<file path="config.mk">
export PLATFORM = sky130hd
export DESIGN_NAME = load_store_unit
export DESIGN_NICKNAME = d
export VERILOG_FILES = /design/src/rtl/mips_mem_pkg.sv /design/src/rtl/lsu_align.sv /design/src/rtl/load_store_unit.sv
export SDC_FILE = /design/constraint.sdc
export NUM_CORES = 1
export LEC_CHECK = 0
export ABC_AREA = 1
export BUFFER_PORTS_ARGS = -buffer_cell sky130_fd_sc_hd__buf_4
export CORE_MARGIN = 2
export CORE_UTILIZATION = 49
export CTS_BUF_LIST = sky130_fd_sc_hd__clkbuf_4
export CTS_CLUSTER_DIAMETER = 80
export CTS_CLUSTER_SIZE = 25
export DETAILED_ROUTE_END_ITERATION = 6
export HOLD_SLACK_MARGIN = 0.03
export PLACE_DENSITY = 0.83
export SYNTH_ARGS = -nofsm -noshare
export SYNTH_HDL_FRONTEND = slang
export SYNTH_SLANG_ARGS = --single-unit
</file>
<file path="constraint.sdc">
create_clock -name clk -period 2.9 [get_ports clk]
set_input_delay 0.145 -clock clk [delete_from_list [all_inputs] [get_ports clk]]
set_output_delay 0.145 -clock clk [all_outputs]
set_load 0.03 [all_outputs]
</file>
<file path="src/rtl/mips_mem_pkg.sv">
// Shared definitions for the MEM-stage load/store path: op encodings,
// controller states and op-classification helpers.
package mips_mem_pkg;

    typedef enum logic [2:0] {
        LSU_LB  = 3'b000,
        LSU_LH  = 3'b001,
        LSU_LW  = 3'b010,
        LSU_LBU = 3'b011,
        LSU_LHU = 3'b100,
        LSU_SB  = 3'b101,
        LSU_SH  = 3'b110,
        LSU_SW  = 3'b111
    } lsu_op_t;

    typedef enum logic [1:0] {
        IDLE,
        RD,
        WR,
        RESP
    } lsu_state_t;

    function automatic logic is_load(lsu_op_t op);
        return op inside {LSU_LB, LSU_LH, LSU_LW, LSU_LBU, LSU_LHU};
    endfunction

    function automatic logic is_store(lsu_op_t op);
        return op inside {LSU_SB, LSU_SH, LSU_SW};
    endfunction

    // Stores narrower than the 4-byte memory write; these need read-modify-write.
    function automatic logic is_sub_word(lsu_op_t op);
        return op inside {LSU_SB, LSU_SH};
    endfunction

endpackage

</file>
<file path="src/rtl/lsu_align.sv">
// Combinational data alignment for the load/store unit: extends big-endian
// load data, merges sub-word store data into the word just read, and flags
// misaligned halfword/word accesses.
module lsu_align
    import mips_mem_pkg::*;
(
    input  logic [2:0]  op,
    input  logic [1:0]  ea_lo,
    input  logic [31:0] rd_word,
    input  logic [31:0] wdata,
    output logic [31:0] load_data,
    output logic [31:0] store_word,
    output logic        misalign
);

    lsu_op_t op_e;
    assign op_e = lsu_op_t'(op);

    // Byte at the access address sits in rd_word[31:24]; extend from there.
    always_comb begin
        load_data  = rd_word;
        store_word = wdata;
        misalign   = 1'b0;
        case (op_e)
            LSU_LB:  load_data = {{24{rd_word[31]}}, rd_word[31:24]};
            LSU_LBU: load_data = {24'h000000, rd_word[31:24]};
            LSU_LH:  load_data = {{16{rd_word[31]}}, rd_word[31:16]};
            LSU_LHU: load_data = {16'h0000, rd_word[31:16]};
            default: load_data = rd_word;
        endcase
        case (op_e)
            LSU_SB:  store_word = {wdata[7:0], rd_word[23:0]};
            LSU_SH:  store_word = {wdata[15:0], rd_word[15:0]};
            default: store_word = wdata;
        endcase
        case (op_e)
            LSU_LH, LSU_LHU, LSU_SH: misalign = ea_lo[0];
            LSU_LW, LSU_SW:          misalign = |ea_lo;
            default:                 misalign = 1'b0;
        endcase
    end

endmodule

</file>
<file path="src/rtl/load_store_unit.sv">
// MEM-stage load/store controller in front of a big-endian, 4-byte-write
// data memory. One request in flight; sub-word stores are read-modify-write.
module load_store_unit
    import mips_mem_pkg::*;
#(
    parameter int unsigned ADDR_W      = 12,
    parameter int unsigned EA_W        = 32,
    parameter int unsigned CHECK_RANGE = 1
) (
    input  logic              clk,
    input  logic              rst,
    input  logic              req_valid,
    output logic              req_ready,
    input  logic [2:0]        req_op,
    input  logic [EA_W-1:0]   req_ea,
    input  logic [31:0]       req_wdata,
    input  logic [4:0]        req_tag,
    output logic              resp_valid,
    output logic [31:0]       resp_rdata,
    output logic [4:0]        resp_tag,
    output logic              resp_err,
    output logic [ADDR_W-1:0] mem_addr,
    output logic              mem_wr,
    output logic              mem_r,
    output logic [31:0]       mem_wdata,
    input  logic [31:0]       mem_rdata
);

    lsu_state_t      state;
    lsu_state_t      state_next;
    lsu_op_t         op_q;
    lsu_op_t         req_op_e;
    lsu_op_t         align_op;
    logic [EA_W-1:0] ea_hi;
    logic            range_err;
    logic            misalign;
    logic            req_err;
    logic [31:0]     load_data;
    logic [31:0]     store_word;

    assign req_op_e  = lsu_op_t'(req_op);
    assign ea_hi     = req_ea >> ADDR_W;
    assign range_err = (CHECK_RANGE != 0) && (ea_hi != '0);

    // The aligner checks the incoming op while idle and the latched op afterwards.
    assign align_op = (state == IDLE) ? req_op_e : op_q;
    assign req_err  = misalign | range_err;

    // mem_wdata doubles as the store-data holding register: it captures
    // req_wdata at accept, and SB/SH merge from it before the write cycle.
    lsu_align u_align (
        .op         (align_op),
        .ea_lo      (req_ea[1:0]),
        .rd_word    (mem_rdata),
        .wdata      (mem_wdata),
        .load_data  (load_data),
        .store_word (store_word),
        .misalign   (misalign)
    );

    // State register.
    always_ff @(posedge clk) begin
        if (rst) state <= IDLE;
        else     state <= state_next;
    end

    // Next-state decode and strobe/handshake outputs.
    always_comb begin
        state_next = state;
        req_ready  = 1'b0;
        resp_valid = 1'b0;
        mem_r      = 1'b0;
        mem_wr     = 1'b0;
        case (state)
            IDLE: begin
                req_ready = 1'b1;
                if (req_valid) begin
                    if (req_err)
                        state_next = RESP;
                    else if (is_store(req_op_e) && !is_sub_word(req_op_e))
                        state_next = WR;
                    else
                        state_next = RD;
                end
            end
            RD: begin
                mem_r      = 1'b1;
                state_next = is_sub_word(op_q) ? WR : RESP;
            end
            WR: begin
                mem_wr     = 1'b1;
                state_next = RESP;
            end
            RESP: begin
                resp_valid = 1'b1;
                state_next = IDLE;
            end
            default: state_next = IDLE;
        endcase
    end

    // Request capture, memory address/data and response registers.
    always_ff @(posedge clk) begin
        if (rst) begin
            op_q       <= LSU_LB;
            mem_addr   <= '0;
            mem_wdata  <= '0;
            resp_rdata <= '0;
            resp_tag   <= '0;
            resp_err   <= 1'b0;
        end else begin
            case (state)
                IDLE: begin
                    if (req_valid) begin
                        op_q       <= req_op_e;
                        resp_tag   <= req_tag;
                        resp_err   <= req_err;
                        resp_rdata <= '0;
                        if (!req_err) begin
                            mem_addr  <= req_ea[ADDR_W-1:0];
                            mem_wdata <= req_wdata;
                        end
                    end
                end
                RD: begin
                    if (is_load(op_q)) resp_rdata <= load_data;
                    else               mem_wdata  <= store_word;
                end
                default: ;
            endcase
        end
    end

endmodule
</file>
==> key figures, run 1 <==
Run status
  • Status: finished clean

Finish
  • Fraction of layout cells with a size suffix above 1: 27.7%
  • Area of the multi-input gates: 2300 sq um
  • Fill cells: 695
  • Layout Nets: 979
  • Area growth syn-to-layout: 44.4%
  • Reg area: 1740 sq um

Worst setup path
  • Worst Path Max Fanout: 28
  • CP startpoint kind: flip-flop
  • Reg2Reg Capture Point: mem_wdata[30]
  • FF-to-FF path depth: 14
  • Worst EP required: 3.25 ns
  • Worst r2r src: state[0]
  • CP Class: flip-flop to flip-flop
  • R2r setup slk: 0.28 ns
  • CP Capture Point: mem_wdata[30]
  • CP endpoint kind: flip-flop
  • Worst setup path start: state[0]
  • Crit path DAT: 2.97 ns

Die
  • Die H: 99.3 um
  • Starting Density: 50.8%
  • IO Count: 193
  • Core Rows: 34
  • Die area: 9860 sq um
  • Die X: 99.3 um
  • CORE AREA: 8760 sq um

Min path
  • Hold Crit Class: primary input to flip-flop

Logic synthesis
  • Most common cell in the netlist: nand2_1
  • Syn. warnings: 0
  • Synth top area share: 39.1%
  • #FFs+latches synth: 87
  • Syn nets: 770
  • Register area share after synthesis: 39.1%
  • Syn Inst Count: 658
  • Avg Cell Area, Syn: 6.77 sq um
  • Synth area leader: dfxtp_1
  • Synth top area cells: dfxtp_1 (39%), nand2_1 (13%), a21oi_1 (9.1%), o21ai_0 (8.1%), nor2_1 (6.2%)
  • Number of synthesized flops with an enable pin: 0
  • Post-synth top cells: nand2_1 (150), dfxtp_1 (87), a21oi_1 (81)
  • Main synth FF type: dfxtp_1
  • Synthesized cell area: 4450 sq um
  • Post-synth ARST share: 0%
  • Synth unique cells: 30

Pwr
  • Pwr Total: 5910 uW
  • Worst vdd rail ir drop: 0.000578 V
  • Sw frac: 49.5%
  • Clk pwr share: 13.2%
  • Internal power: 2990 uW
  • Logic pwr share: 58.6%
  • Sequential share of power: 28.3%
  • Psw: 2920 uW
  • LEAKAGE: 0.00304 uW
  • PwrDens: 919 nW/um^2

Clock tree
  • Clk buf depth: 2
  • Clk sinks: 87
  • Clk root buf: clkbuf_4
  • CTS Buf Count: 9
  • CTS tree: built
  • Later-pin clock latency in the skew report: 0.44 ns
  • H-tree levels: 3
  • Clock-pin slew on the worst setup and hold paths: 0.15 ns

Global route
  • Tot GR Track Use: 29.3%
  • Vias in the first global route: 4930
  • Largest net degree at the start of global routing: 55
  • GRT overflow: 0
  • Antenna violations before repair: 1
  • First-pass GRT wire length: 23.3 mm

Timing
  • Worst Max-Slew Pin Slew: 0.518 ns
  • Period minus WS final: 2.62 ns
  • Final hold viol count: 0
  • Hold WS: 0.0448 ns
  • Slew headroom: 65.5%
  • Fmax: 381 MHz
  • # setup viols final: 0
  • Max Transition Viols Final: 0
  • Clk_skew: 0.0230 ns
  • Fin crit share: 90.5%

Place
  • Port Buffer Count: 192
  • GPL Wtd Cong: 0.905
  • Detail Placement HPWL: 10.8 mm

Job
  • Max-Cap Viols: 0

Drt
  • First-pass DRT Iterations: 5
  • DRC: 0
  • Vias: 5293
  • Antenna viol nets, final: 0
  • Via density: 5.40
  • Routed WL per cell: 15.6 um
  • Iteration-0 DRC count of the detailed router: 376
  • WL final: 15.3 mm
flip-flops by register name (all words and copies together) (netlist names):
name / flops
mem_addr: 12
resp_rdata: 32
state: 2
op_q: 3
mem_wdata: 32
resp_err: 1
resp_tag: 5
layout by cell type (no fill, tap or decap), drive strengths merged, types with 7 or more instances in the layout:
master	instances
inv	63
dfxtp	87
nand3	31
o22ai	7
nand2	166
dlygate4sd3	31
a21oi	82
o21ai	74
buf	203
nor2	74
clkbuf	10
o211ai	17
logic make-up (layout without fill, tap and decap cells):
| kind of cell | after synthesis | in the layout | synth area share [%] |
|---|---|---|---|
| flops | 87 | 87 | 39.1 |
| simple gates | 273 | 275 | 25.9 |
| mux | 3 | 3 | 0.675 |
| buf+inv | 105 | 316 | 9.98 |
| fa+ha+maj | 5 | 5 | 1.41 |
| compound gates | 185 | 185 | 22.9 |
| other cells | 0 | 1 | 0 |
metrics by stage:
| step | std cells | util (%) | area [sq um] | worst slack, ns | TNS, ns |
|---|---|---|---|---|---|
| after floorplan | 658 | - | 4450 | 0.644 | 0 |
| after global placement | 931 | 67.6 | 5920 | 0.344 | 0 |
| after detailed placement | 931 | 67.6 | 5920 | 0.133 | 0 |
| after CTS | 977 | 73.0 | 6390 | 0.125 | 0 |
| after global routing | 980 | 73.3 | 6430 | -0.00645 | -0.00645 |
| final | 980 | 73.3 | 6430 | 0.276 | 0 |
repair_timing:
action,in CTS,in global routing
endpoints found under the setup margin,0,13
gates resized for setup,0,1
setup buffers,0,0
hold buffers,31,0
hold endpoints to repair,31,0
how the worst min path moves through the flow:
stage / startpoint / end / slack [ns] / cells past startpoint
2_1_floorplan: req_tag[0] / resp_tag[0] / 0.31 / 2
3_3_place_gp: req_tag[4] / resp_tag[4] / 0.39 / 3
3_5_place_dp: req_tag[3] / resp_tag[3] / 0.41 / 3
4_1_cts: mem_rdata[21] / resp_rdata[21] / 0.03 / 3
5_1_grt: req_wdata[7] / mem_wdata[7] / 0.05 / 5
6_report: mem_rdata[21] / resp_rdata[21] / 0.04 / 3
power by group through the flow:
| stage | clock, uW | combinational (uW) | sequential [uW] |
|---|---|---|---|
| global placement | 0 | 3250 | 1680 |
| floorplan | 0 | 1910 | 2140 |
| finish | 777 | 3460 | 1670 |
| CTS | 786 | 3370 | 1670 |
| global route | 831 | 3750 | 1700 |
| detailed placement | 0 | 3330 | 1690 |
area by class of cell:
| type | count | share of cell area (%) |
|---|---|---|
| inverters | 67 | 3.91 |
| clock buffers | 10 | 1.17 |
| repair buffers | 234 | 28.5 |
| flip-flops and latches | 87 | 27.1 |
| clock inverters | 5 | 1.30 |
| diodes | 1 | 0.0389 |
| well taps | 108 | 2.10 |
| multi-input cells | 468 | 35.8 |
per-layer routing:
layer / vias up / global-route usage, % / routed length, um
met1: 2349 / 35.7 / 5730
met5: - / 0 / 0
met3: 45 / 5.55 / 1610
met2: 334 / 50.4 / 7430
met4: 0 / 12.6 / 489
li1: 2565 / - / -
critical path, cell delays in order, from the launching register on:
cell	delay, ns
dfxtp_1	0.40
inv_1	0.10
ha_1	0.30
inv_2	0.16
nand2_1	0.07
nand2_1	0.13
nand2_2	0.10
nand2_4	0.11
nand2_4	0.10
nand2_4	0.10
nand3_4	0.29
nand2_8	0.26
nand2_4	0.19
nor2_1	0.18
nor2_1	0.07
Power figures use the tool's default switching activity.
==> run 2: changes to the inputs <==
- CORE_ASPECT_RATIO: default -> 0.75
- CORE_UTILIZATION: 49 -> 45
- PLACE_DENSITY: 0.83 -> 0.8
- clock period: 2.9 -> 2.1 ns (I/O delays scaled with it)
==> key figures, run 2 (same netlist as run 1, synthesis figures left out) <==
Run status
  • Status: finished clean (unchanged)

Pwr
  • LEAKAGE: 0.00332 uW (was 0.00304 uW)
  • Worst vdd rail ir drop: 0.000762 V (was 0.000578 V)
  • PwrDens: 1250 nW/um^2 (was 919 nW/um^2)

Worst setup path
  • Crit path DAT: 2.37 ns (was 2.97 ns)
  • Worst EP required: 2.45 ns (was 3.25 ns)
  • R2r setup slk: 0.07 ns (was 0.28 ns)
  • Worst Path Max Fanout: 25 (was 28)
  • CP Class: flip-flop to flip-flop (unchanged)
  • CP startpoint kind: flip-flop (unchanged)
  • CP endpoint kind: flip-flop (unchanged)

Finish
  • Biggest regs: mem_wdata: 32 flops, resp_rdata: 32 flops, mem_addr: 12 flops (unchanged)
  • Commonest non-fill, non-tap cells in the layout: buf_4 (212), nand2_1 (146), dfxtp_1 (85) (was buf_4 (203), nand2_1 (150), dfxtp_1 (87))
  • Layout Nets: 1035 (was 979)
  • Fin util: 74.0% (was 73.3%)
  • Area growth syn-to-layout: 60.5% (was 44.4%)
  • Finished Layout Cells: 1059 (was 980)
  • # diodes: 0 (was 1)
  • Most common cell after layout, fill and taps aside: buf_4 (unchanged)
  • Fraction of layout cells with a size suffix above 1: 29.7% (was 27.7%)

Timing
  • Worst Max-Slew Pin Slew: 0.479 ns (was 0.518 ns)
  • Final hold viol count: 0 (unchanged)
  • Fmax: 494 MHz (was 381 MHz)
  • Slew headroom: 67.7% (was 65.5%)
  • Clk_skew: 0.0156 ns (was 0.0230 ns)
  • Hold WS: 0.0376 ns (was 0.0448 ns)
  • Max Transition Viols Final: 0 (unchanged)
  • Period minus WS final: 2.03 ns (was 2.62 ns)
  • Fin crit share: 96.4% (was 90.5%)
  • # setup viols final: 0 (unchanged)

Job
  • Max-Cap Viols: 0 (unchanged)

Clock tree
  • Later-pin clock latency in the skew report: 0.45 ns (was 0.44 ns)
  • CTS tree: built (unchanged)
  • Clk root buf: clkbuf_4 (unchanged)
  • H-tree levels: 3 (unchanged)
  • Clk buf depth: 2 (unchanged)
  • CTS Buf Count: 9 (unchanged)
  • Clock-pin slew on the worst setup and hold paths: 0.13 ns (was 0.15 ns)
  • Clk sinks: 87 (unchanged)

Die
  • Die H: 90.1 um (was 99.3 um)
  • Die X: 119 um (was 99.3 um)
  • Starting Density: 46.1% (was 50.8%)
  • Core Rows: 31 (was 34)
  • CORE AREA: 9660 sq um (was 8760 sq um)
  • IO Count: 193 (unchanged)
  • Die area: 10700 sq um (was 9860 sq um)

Global route
  • GRT overflow: 0 (unchanged)
  • Antenna violations before repair: 0 (was 1)
  • Largest net degree at the start of global routing: 48 (was 55)
  • First-pass GRT wire length: 25.3 mm (was 23.3 mm)
  • Tot GR Track Use: 29.5% (was 29.3%)
  • Vias in the first global route: 5122 (was 4930)

Drt
  • Iteration-0 DRC count of the detailed router: 731 (was 376)
  • WL final: 17.2 mm (was 15.3 mm)
  • Met1 wire length: 6.92 mm (was 5.73 mm)
  • First-pass DRT Iterations: 5 (unchanged)
  • Metal2 WL: 8.14 mm (was 7.43 mm)
  • Top routing layer used: met4 (unchanged)
  • Via density: 5.32 (was 5.40)
  • Vias: 5635 (was 5293)
  • Routed wl met3: 1.78 mm (was 1.61 mm)
  • Antenna viol nets, final: 0 (unchanged)
  • Routed WL per cell: 16.3 um (was 15.6 um)
  • DRC: 0 (unchanged)

Place
  • Detail Placement HPWL: 11.6 mm (was 10.8 mm)
  • Port Buffer Count: 192 (unchanged)
  • GPL Wtd Cong: 0.985 (was 0.905)
  • Placed Cells: 959 (was 931)

Min path
  • Hold Crit Class: primary input to flip-flop (unchanged)
-- run 2: cell types whose count changed in the layout (fill, tap and decap cells not counted), sizes merged --
cell / previous run / this run
dlygate4sd3: 31 / 65
clkbuf: 10 / 17
inv: 63 / 62
nand2: 166 / 165
buf: 203 / 222
diode: 1 / 0
bufinv: 2 / 0
-- run 2: path summary, 6_finish.rpt --
check	startpoint	endpoint	cells past startpoint
setup / recovery	state[0]	mem_wdata[28]	15
hold / removal	req_wdata[21]	mem_wdata[21]	5
setup reg to reg	state[0]	mem_wdata[28]	15
hold reg to reg	mem_addr[1]	mem_addr[1]	2
-- run 2: repair_timing --
action,CTS,global route
endpoints found under the setup margin,17,78
hold endpoints to repair,62,1
buffers inserted,1,12
hold buffers,64,1
gates cloned,0,7
gates resized for setup,1,33
pin swaps,0,8
-- run 2: per-layer routing --
| layer | vias to the layer above | track usage (%) |
|---|---|---|
| met1 | 2560 | 37.7 |
| li1 | 2679 | - |
| met2 | 356 | 48.5 |
| met4 | 0 | 8.83 |
| met5 | - | 0 |
| met3 | 40 | 8.12 |
-- run 2: layout make-up --
cell class              instances  area (sq um)
flip-flops and latches         87          1750
repair buffers                291          2510
clock buffers                  13          97.6
fillers                       759          2510
clock inverters                 2          8.76
inverters                      67           272
well taps                     132           165
multi-input cells             467          2340
-- run 2: where the power goes --
| group | internal, uW | switching [uW] | leakage [uW] |
|---|---|---|---|
| Sequential | 2040 | 288 | 0.000709 |
| Combinational | 2210 | 3520 | 0.00255 |
| Clock | 287 | 544 | 0.0000653 |
-- run 2: through the flow --
| stage | TNS (ns) | power, uW | cell area [sq um] | setup WS, ns |
|---|---|---|---|---|
| after CTS | 0 | 8090 | 6830 | 0.00343 |
| after floorplan | 0 | 5630 | 4470 | 0.0332 |
| final | 0 | 8900 | 7140 | 0.0746 |
| after global placement | 0 | 7020 | 6060 | 0.114 |
| after global routing | -0.0291 | 9440 | 7140 | -0.0184 |
| after detailed placement | -0.0412 | 7140 | 6060 | -0.0184 |
-- run 2: critical path, stage by stage, from the launching register on --
cell and delay (ns):
dfxtp_4 0.40, inv_4 0.05, ha_4 0.19, inv_6 0.09, nand2_4 0.06, nand2_4 0.12, inv_4 0.05, nand3_1 0.11
buf_12 0.17, clkinvlp_4 0.14, nand2_1 0.08, nand3_1 0.07, o21ai_0 0.15, nand3_1 0.13, nand2_1 0.10, nor2_1 0.05
